$ cat src/rtl/hazard_stall_scheduler.sv
`default_nettype none
// ============================================================================
// Module      : hazard_stall_scheduler
// Description : Decode-stage interlock for the 5-stage MIPS pipeline. It covers
//               load-use, branch-compare (HAZARD_BRANCH_FREEZE_EN) and mul/div
//               hazards, and it sequences the multi-cycle mul/div unit.
// Revision    : 1.0 - initial release
// ============================================================================
module hazard_stall_scheduler #(
  parameter int MULDIV_LAT = 8,
  parameter int CNT_W      = 4
) (
  input  logic       CLK,
  input  logic       RESET,
  input  logic       ID_Valid,
  input  logic [4:0] ID_Rs,
  input  logic [4:0] ID_Rt,
  input  logic       ID_UsesRs,
  input  logic       ID_UsesRt,
  input  logic [4:0] ID_DestReg,
  input  logic       ID_RegWrite,
  input  logic       ID_MemRead,
  input  logic       ID_Branch,
  input  logic       ID_MulDiv,
  input  logic       ID_HiLoRead,
  input  logic       PIPE_FREEZE,
  output logic       STALL_IFID,
  output logic       BUBBLE_EX,
  output logic       MD_START,
  output logic       MD_BUSY,
  output logic [2:0] STALL_CAUSE
);

  localparam logic [0:0]       S_IDLE = 1'b0;
  localparam logic [0:0]       S_RUN  = 1'b1;
  localparam logic [CNT_W-1:0] LAT_M1 = CNT_W'(MULDIV_LAT - 1);

  logic [0:0]       state_q, state_d;
  logic [CNT_W-1:0] cnt_q, cnt_d;
  logic [4:0]       ex_dest_q, ex_dest_d, mem_dest_q;
  logic             ex_load_q, ex_load_d, mem_load_q;

  logic             lu_stall, br_stall, md_stall, any_stall, md_launch;

  // Register 0 is never a producer, so a zero destination can never match.
  assign lu_stall = ID_Valid & ex_load_q & (ex_dest_q != 5'd0) &
                    ((ID_UsesRs & (ID_Rs == ex_dest_q)) |
                     (ID_UsesRt & (ID_Rt == ex_dest_q)));

`ifdef HAZARD_BRANCH_FREEZE_EN
  logic rs_pend, rt_pend;
  // The comparator in ID sees neither EX results nor loads still in MEM.
  assign rs_pend = ((ex_dest_q != 5'd0) & (ID_Rs == ex_dest_q)) |
                   ((mem_dest_q != 5'd0) & mem_load_q & (ID_Rs == mem_dest_q));
  assign rt_pend = ((ex_dest_q != 5'd0) & (ID_Rt == ex_dest_q)) |
                   ((mem_dest_q != 5'd0) & mem_load_q & (ID_Rt == mem_dest_q));
  assign br_stall = ID_Valid & ID_Branch &
                    ((ID_UsesRs & rs_pend) | (ID_UsesRt & rt_pend));
`else
  logic unused_br;
  assign unused_br = ^{ID_Branch, mem_dest_q, mem_load_q};
  assign br_stall  = 1'b0;
`endif

  assign md_stall  = (state_q == S_RUN) & ID_Valid & (ID_HiLoRead | ID_MulDiv);
  assign any_stall = lu_stall | br_stall | md_stall;
  assign md_launch = (state_q == S_IDLE) & ID_Valid & ID_MulDiv &
                     ~any_stall & ~PIPE_FREEZE;

  // Outputs are gated by the asynchronous reset so they drop without an edge.
  assign STALL_IFID  = any_stall & RESET;
  assign BUBBLE_EX   = any_stall & RESET;
  assign MD_START    = md_launch & RESET;
  assign MD_BUSY     = (state_q == S_RUN) & RESET;
  assign STALL_CAUSE = {md_stall, br_stall, lu_stall} & {3{RESET}};

  always_comb begin
    state_d = state_q;
    cnt_d   = cnt_q;
    case (state_q)
      S_IDLE: begin
        if (md_launch) begin
          state_d = S_RUN;
          cnt_d   = LAT_M1;
        end
      end
      S_RUN: begin
        if (cnt_q == '0) begin
          state_d = S_IDLE;
        end else begin
          cnt_d = cnt_q - CNT_W'(1);
        end
      end
      default: begin
        state_d = S_IDLE;
        cnt_d   = '0;
      end
    endcase
  end

  // The mul/div unit keeps counting through a pipeline freeze.
  always_ff @(posedge CLK or negedge RESET) begin
    if (!RESET) begin
      state_q <= S_IDLE;
      cnt_q   <= '0;
    end else begin
      state_q <= state_d;
      cnt_q   <= cnt_d;
    end
  end

  always_comb begin
    ex_dest_d = 5'd0;
    ex_load_d = 1'b0;
    if (ID_Valid && !any_stall) begin
      ex_dest_d = ID_RegWrite ? ID_DestReg : 5'd0;
      ex_load_d = ID_MemRead;
    end
  end

  always_ff @(posedge CLK or negedge RESET) begin
    if (!RESET) begin
      ex_dest_q  <= 5'd0;
      ex_load_q  <= 1'b0;
      mem_dest_q <= 5'd0;
      mem_load_q <= 1'b0;
    end else if (!PIPE_FREEZE) begin
      mem_dest_q <= ex_dest_q;
      mem_load_q <= ex_load_q;
      ex_dest_q  <= ex_dest_d;
      ex_load_q  <= ex_load_d;
    end
  end

endmodule
`default_nettype wire

$ cat config.mk
export PLATFORM = sky130hd
export DESIGN_NAME = hazard_stall_scheduler
export DESIGN_NICKNAME = d
export VERILOG_FILES = /design/src/rtl/hazard_stall_scheduler.sv
export SDC_FILE = /design/constraint.sdc
export NUM_CORES = 1
export LEC_CHECK = 0
export CAP_MARGIN = 20
export CORE_MARGIN = 8
export CORE_UTILIZATION = 52
export CTS_CLUSTER_SIZE = 20
export DETAILED_ROUTE_END_ITERATION = 6
export DONT_BUFFER_PORTS = 1
export PLACE_DENSITY = 0.7
export SLEW_MARGIN = 15
export SYNTH_ARGS = -nofsm -noshare
export SYNTH_HDL_FRONTEND = slang
export SYNTH_SLANG_ARGS = --single-unit
$ cat constraint.sdc
create_clock -name CLK -period 3.7 [get_ports CLK]
set_clock_uncertainty 0.05 [all_clocks]
set_input_delay 1.11 -clock CLK [delete_from_list [all_inputs] [get_ports CLK]]
set_output_delay 1.11 -clock CLK [all_outputs]
set_load 0.02 [all_outputs]
---- Yosys cells after proc, flatten, opt, wreduce, memory -nomap -nowiden ----
Cells that the tools add are included.
storage, ports and cells
  bits in registers ....................... 11
  input port bits ......................... 26
  output and inout port bits .............. 7
  logic and storage cells ................. 44
cells by class
  add/sub/neg operators ................... 1
  equal/unequal tests ..................... 4
  mux-type cells .......................... 9
  bitwise gates (word level) .............. 21
  reduce and logical (&&, ||, !) cells .... 5
operators with widths
  operator               count
  $and A1 B1 Y1          14
  $eq A5 B5 Y1           2
  $mux W5                2
  $mux W4                2
  $pmux W4 S2            1
  $reduce_bool A5 Y1     1
  $logic_not A4 Y1       1
  $ne A2 B2 Y1 const B   2
  $sub A4 B1 Y4 const B  1
  $and A3 B3 Y3          1
  $mux W1                3
  $not A1 Y1             3
  $or A1 B1 Y1           3
  $pmux W1 S2            1
  $reduce_and A2 Y1      1
  $logic_and A1 B1 Y1    1
  $logic_not A1 Y1       1

---- Logic depth before layout (Yosys ltp) ----
Gate-level depths: netlist (run 1).
  depth in word-level cells ............... 10
  mapped depth ............................ 7
  depth with buffers taken out ............ 7

---- Worst setup path before layout (run 1) ----
No wires, ideal clock.
  path kind ............................... input to output
  start point ............................. in ID_Rs[1]
  end point ............................... out STALL_IFID
  arrival ................................. 2.404 ns
  data required time ...................... 2.540 ns
  slack ................................... 0.136 ns
  stages on the path ...................... 6
  buffers on the path ..................... 1
  cells stage by stage .................... xnor2_1 -> nand4_1 -> o22ai_1 -> and3_4 -> or2_1 -> buf_4
on the way
  longest elaborated chain between the ends .. 6
ends and longest elaborated chain
  element          line  text
  start, declared  16    input logic [4:0] ID_Rs,
  $eq A5 B5 Y1     47    ((ID_UsesRs & (ID_Rs == ex_dest_q)) |
  $and A1 B1 Y1    47
  $or A1 B1 Y1     47
  $and A1 B1 Y1    46    assign lu_stall = ID_Valid & ex_load_q & (ex_dest_q != 5'd0) &
  $or A1 B1 Y1     66    assign any_stall = lu_stall | br_stall | md_stall;
  $and A1 B1 Y1    n/a
  end, declared    27    output logic STALL_IFID,
Every way passes these cells.

---- Final worst setup path (run 1) ----
  start point ............................. in ID_Rs[4]
  end point ............................... out STALL_IFID
The elaborated chain is that of the path after synthesis.

==> results of run 1 <==
[area by class of cell]
cell class                      count  area share, %
Multi-Input combinational cell     53           53.8
Sequential cell                    11           35.4
Timing Repair Buffer                2           3.54
Clock buffer                        4           3.38
Tap cell                           15           2.42
Inverter                            3           1.45
[metal layers]
metal / GRT usage [%] / up-vias / wire (um)
met5: 0 / - / 0
met4: 7.56 / 0 / 31
met3: 5.32 / 4 / 249
met2: 16.6 / 26 / 653
met1: 14.9 / 246 / 661
li1: - / 255 / -
[logic make-up after synthesis]
family                   Yosys count  synth area share [%]
AND/OR/NAND/NOR                   23                  18.2
buffers and inverters              6                  4.15
adder cells (fa/ha/maj)            2                  3.46
flip-flops                        11                  38.1
other                              1                 0.519
XOR/XNOR                          12                  14.5
AO/OA/AOI/OAI                     15                  21.1
[Yosys cell counts (2+ instances only)]
master	count
dfrtp_1	11
o31a_1	4
nand2_1	8
nor2_1	2
nand4_1	2
xnor2_1	11
and2_1	2
buf_4	2
a32o_1	6
inv_1	3
ha_1	2
[stage by stage]
| stage | hold slack (ns) | cells | instance area, um^2 | worst slack (ns) |
|---|---|---|---|---|
| after floorplan | 0.435 | 70 | 723 | 0.136 |
| after detailed placement | 0.463 | 84 | 751 | 0.376 |
| after global placement | 0.459 | 84 | 751 | 0.410 |
| after CTS | 0.474 | 88 | 777 | 0.365 |
| after global routing | 0.464 | 88 | 777 | 0.273 |
| final | 0.481 | 88 | 777 | 0.373 |
[final timing paths]
| kind | from | endpoint | slack [ns] | depth (start not counted) |
|---|---|---|---|---|
| max | ID_Rs[4] | STALL_IFID | 0.37 | 6 |
| min | RESET | cnt_q[1] | 0.48 | 0 |
| max reg2reg | ex_dest_q[2] | state_q | 1.98 | 4 |
| min reg2reg | ex_load_q | ex_load_q | 0.48 | 1 |
| max in group asynchronous | RESET | ex_dest_q[2] | 3.05 | 0 |
| min in group CLK | ex_load_q | ex_load_q | 0.48 | 1 |
[power breakdown]
group          switching, mW  internal [mW]  total [mW]
clock network         0.0397         0.0417      0.0814
registers             0.0329          0.153       0.186
logic                 0.0834         0.0813       0.165
[sequential cells by signal, indices dropped and copies added (netlist names)]
register   count
state_q        1
ex_load_q      1
cnt_q          4
ex_dest_q      5
==> results.toml, run 1 <==
[outcome]
outcome = "finished, final reports clean"

[global_route]
grt_pass1_vias = 524
grt_pass1_wl_um = 2550
grt_max_degree = 15
grt-ovfl-total = 0
antenna_found_initial = 0
grt.total_usage_pct = 12.1

[power_and_ir_drop]
total_power_uw = 433
peakVddDrop_mv = 0.290
power_density_nw_per_um2 = 557
leakagePower_nw = 0.310

[clocking]
ctsResizeCount = 0
numCtsBuffers = 3
htreeDepth = 1
clkSlewWorstSetupHoldPaths_ns = 0.07
clockBufferDepth = 2
worstSkewPairLatency_ns = 0.26
postCtsSetupRepairBufs = 0
cts_tree = "yes"
clock_sinks = 11
cts_root_buf = "clkbuf_4"
cts_hold_buf = 0

[logic_synthesis]
synth.yosys.seq_area_share_pct = 38.1
synthesis.instances = 70
syn_nets = 98
yosysWarnings = 0
avgSynthCellArea_um2 = 10.3
synth_flop_cell = "dfrtp_1"
ys_ff_latch = 11
synth_edf_count = 0
ys_types = 28
synth_top_area_cell = "dfrtp_1"
synth_area_um2 = 723
synth_top_area_share_pct = 38.1
synthArstFlopShare_pct = 100
synth_area_leaders = "dfrtp_1 (38%), xnor2_1 (13%), a32o_1 (8.3%), o31a_1 (4.8%), nand2_1 (4.2%)"

[finish]
nFillCells = 115
seq_area_um2 = 275
layout-drive-gt1-share_pct = 16.4
multiInputGateArea_um2 = 418
antenna_cells_inserted = 0
final_cell_mix = "xnor2_1 (11), dfrtp_1 (11), nand2_1 (8)"
syn2layout_area_growth_pct = 7.44
nets = 102
final_core_util_pct = 59.7

[timing]
finalSetupTns_ns = 0
period_minus_slack_ns = 3.33
min_period_over_period_pct = 89.9
max_freq_mhz = 301
setup_violations = 0
slew_violations = 0
rsz0062_at_grt = "false"
hold_viol = 0

[setup_path]
crit_type = "in -> out"
arrival_ns = 2.17
end_kind = "output pin"
crit_family = "simple AND/OR/NAND/NOR gates"
critPathMaxStageDelay_ns = 0.27
cp_num_buf_inv = 1
cp-start-kind = "input port"
crit_slowest_cell = "and3_4"
crit_required_ns = 2.54
crit_fanout = 2
crit_chain = "xnor2_1, nand4_1, o22ai_1, and3_4, or2_1, buf_12"

[floorplan]
ios = 33
core.rowCount = 13
die_h_um = 53.3
start_util_pct = 55.6
dieArea_um2 = 2840
core_area_um2 = 1300
die_width_um = 53.3

[job]
timing.max_cap.violations = 0

[worst_hold_path]
worstHoldPathType = "in -> async"

[placement]
place_congestion = 0.775
port-buffer-count = 0

[detailed_routing]
vias_per_cell = 6.03
wire_per_inst_um = 18.1
ant_nets = 0
drc = 0
wl_um = 1600
firstDrtPassIters = 4
vias = 531
drt_iter0_markers = 10
No activity file was read; power rests on OpenSTA's default activity.
==> run 2: changes to the inputs <==
- CAP_MARGIN: 20 -> unset
- PLACE_DENSITY: 0.7 -> 0.73
- clock period: 3.7 -> 2.95 ns (I/O delays scaled with it)
==> run 2 against run 1 <==
  * Sequential power up 26%
  * Final cell count unchanged
  * Register-to-register slack worse by 0.73 ns
  * First-iteration DRC count down 50%
  * Non-clock buffer count unchanged
  * Critical path type is now reg -> out
  * Largest cell class unchanged
==> results.toml, run 2 (synthesized netlist as in run 1, its figures left out) <==
[detailed_routing]
firstDrtPassIters = 3
ant_nets = 0
drc = 0
vias_per_cell = 6.13
wire_per_inst_um = 17.0
wl_um = 1500
drt_iter0_markers = 5
vias = 539

[finish]
layout-drive-gt1-share_pct = 19.2
final_cell_mix = "xnor2_1 (11), dfrtp_1 (11), nand2_1 (8)"
largest_reg_flops = 5
syn2layout_area_growth_pct = 7.79
fin_cells = 88
top_register = "ex_dest_q"
final_core_util_pct = 59.9
antenna_cells_inserted = 0
nets = 102
largestRegisters = "ex_dest_q: 5 flops, cnt_q: 4 flops"

[setup_path]
end_kind = "output pin"
crit_chain = "or3_1, o311a_4, and2_2, nor3b_4"
r2r_cells = 4
cp-start-kind = "register"
arrival_ns = 1.94
crit_slowest_cell = "dfrtp_1"
crit_type = "reg -> out"
crit_fanout = 4
critPathMaxStageDelay_ns = 0.42
crit_required_ns = 2.02

[clocking]
cts_tree = "yes"
clockBufferDepth = 2
worstSkewPairLatency_ns = 0.26
htreeDepth = 1
clock_sinks = 11
clkSlewWorstSetupHoldPaths_ns = 0.07
cts_root_buf = "clkbuf_4"
postCtsSetupRepairBufs = 0
ctsResizeCount = 0
cts_hold_buf = 0
numCtsBuffers = 3

[power_and_ir_drop]
seq_power_share_pct = 44.3
power_frac_clock_pct = 18.5
leakagePower_nw = 0.307
netSwitchingFraction_pct = 34.9
peakVddDrop_mv = 0.332
switchingPower_uw = 184
cell_internal_pwr_uw = 344
combPwrFrac_pct = 37.2
power_density_nw_per_um2 = 677
total_power_uw = 528

[global_route]
grt_pass1_vias = 535
grt_max_degree = 15
grt.total_usage_pct = 11.2
antenna_found_initial = 0
grt-ovfl-total = 0
grt_pass1_wl_um = 2440

[timing]
min_period_over_period_pct = 97.3
period_minus_slack_ns = 2.87
hold_viol = 0
max_freq_mhz = 348
whs_ns = 0.266
setup_violations = 0
rsz0062_at_grt = "false"
finalSetupTns_ns = 0
slew_violations = 0

[job]
timing.max_cap.violations = 0

[outcome]
outcome = "finished, final reports clean"

[floorplan]
die_width_um = 53.3
die_h_um = 53.3
dieArea_um2 = 2840
start_util_pct = 55.6
ios = 33
core_area_um2 = 1300
core.rowCount = 13

[placement]
place_congestion = 0.729
dp.cells = 84
hpwl_um = 1230
port-buffer-count = 0

[worst_hold_path]
worstHoldPathType = "in -> async"
==> run 2: cell counts in the layout (fill, tap and decap cells not counted) <==
Identical to the previous run, type by type.
==> run 2: through the flow <==
| stage | setup slack, ns | instance area, um^2 |
|---|---|---|
| after detailed placement | 0.118 | 747 |
| after CTS | 0.00319 | 773 |
| after global placement | 0.137 | 747 |
| final | 0.0790 | 779 |
| after floorplan | 0.0406 | 732 |
| after global routing | 0.00231 | 779 |
==> run 2: critical path: cells and delay by family, from the launching register on <==
kind / cells / cell delay [ns]
and+or+nand+nor: 3 / 0.91
AOI/OAI and AO/OA: 1 / 0.35
DFF: 1 / 0.42
==> run 2: power groups by stage <==
stage	Clock (mW)	Sequential, mW	Combinational, mW
4_1_cts	0.100	0.234	0.198
5_1_grt	0.107	0.242	0.221
3_5_place_dp	0	0.237	0.197
6_report	0.0975	0.234	0.197
2_1_floorplan	0	0.227	0.177
3_3_place_gp	0	0.235	0.190
==> run 2: worst paths after layout <==
path	startpoint	endpoint	slack (ns)
min reg2reg	ex_load_q	ex_load_q	0.48
max	ex_dest_q[2]	MD_START	0.08
max reg2reg	ex_dest_q[2]	ex_dest_q[2]	1.25
min	RESET	cnt_q[3]	0.27
max in group asynchronous	RESET	ex_dest_q[0]	2.51
min in group CLK	ex_load_q	ex_load_q	0.48
==> run 2: layout make-up <==
cell class	count	area, um^2
well taps	15	18.8
fillers	125	522
clock buffers	4	26.3
multi-input cells	53	433
repair buffers	2	15.0
flip-flops and latches	11	275
inverters	3	11.3
==> run 2: metal layers <==
metal / vias up / global-route usage [%] / wire, um
li1: 256 / - / -
met1: 256 / 13.5 / 622
met5: - / 0 / 0
met2: 25 / 16.6 / 645
met4: 0 / 5.04 / 10
met3: 2 / 5.04 / 217
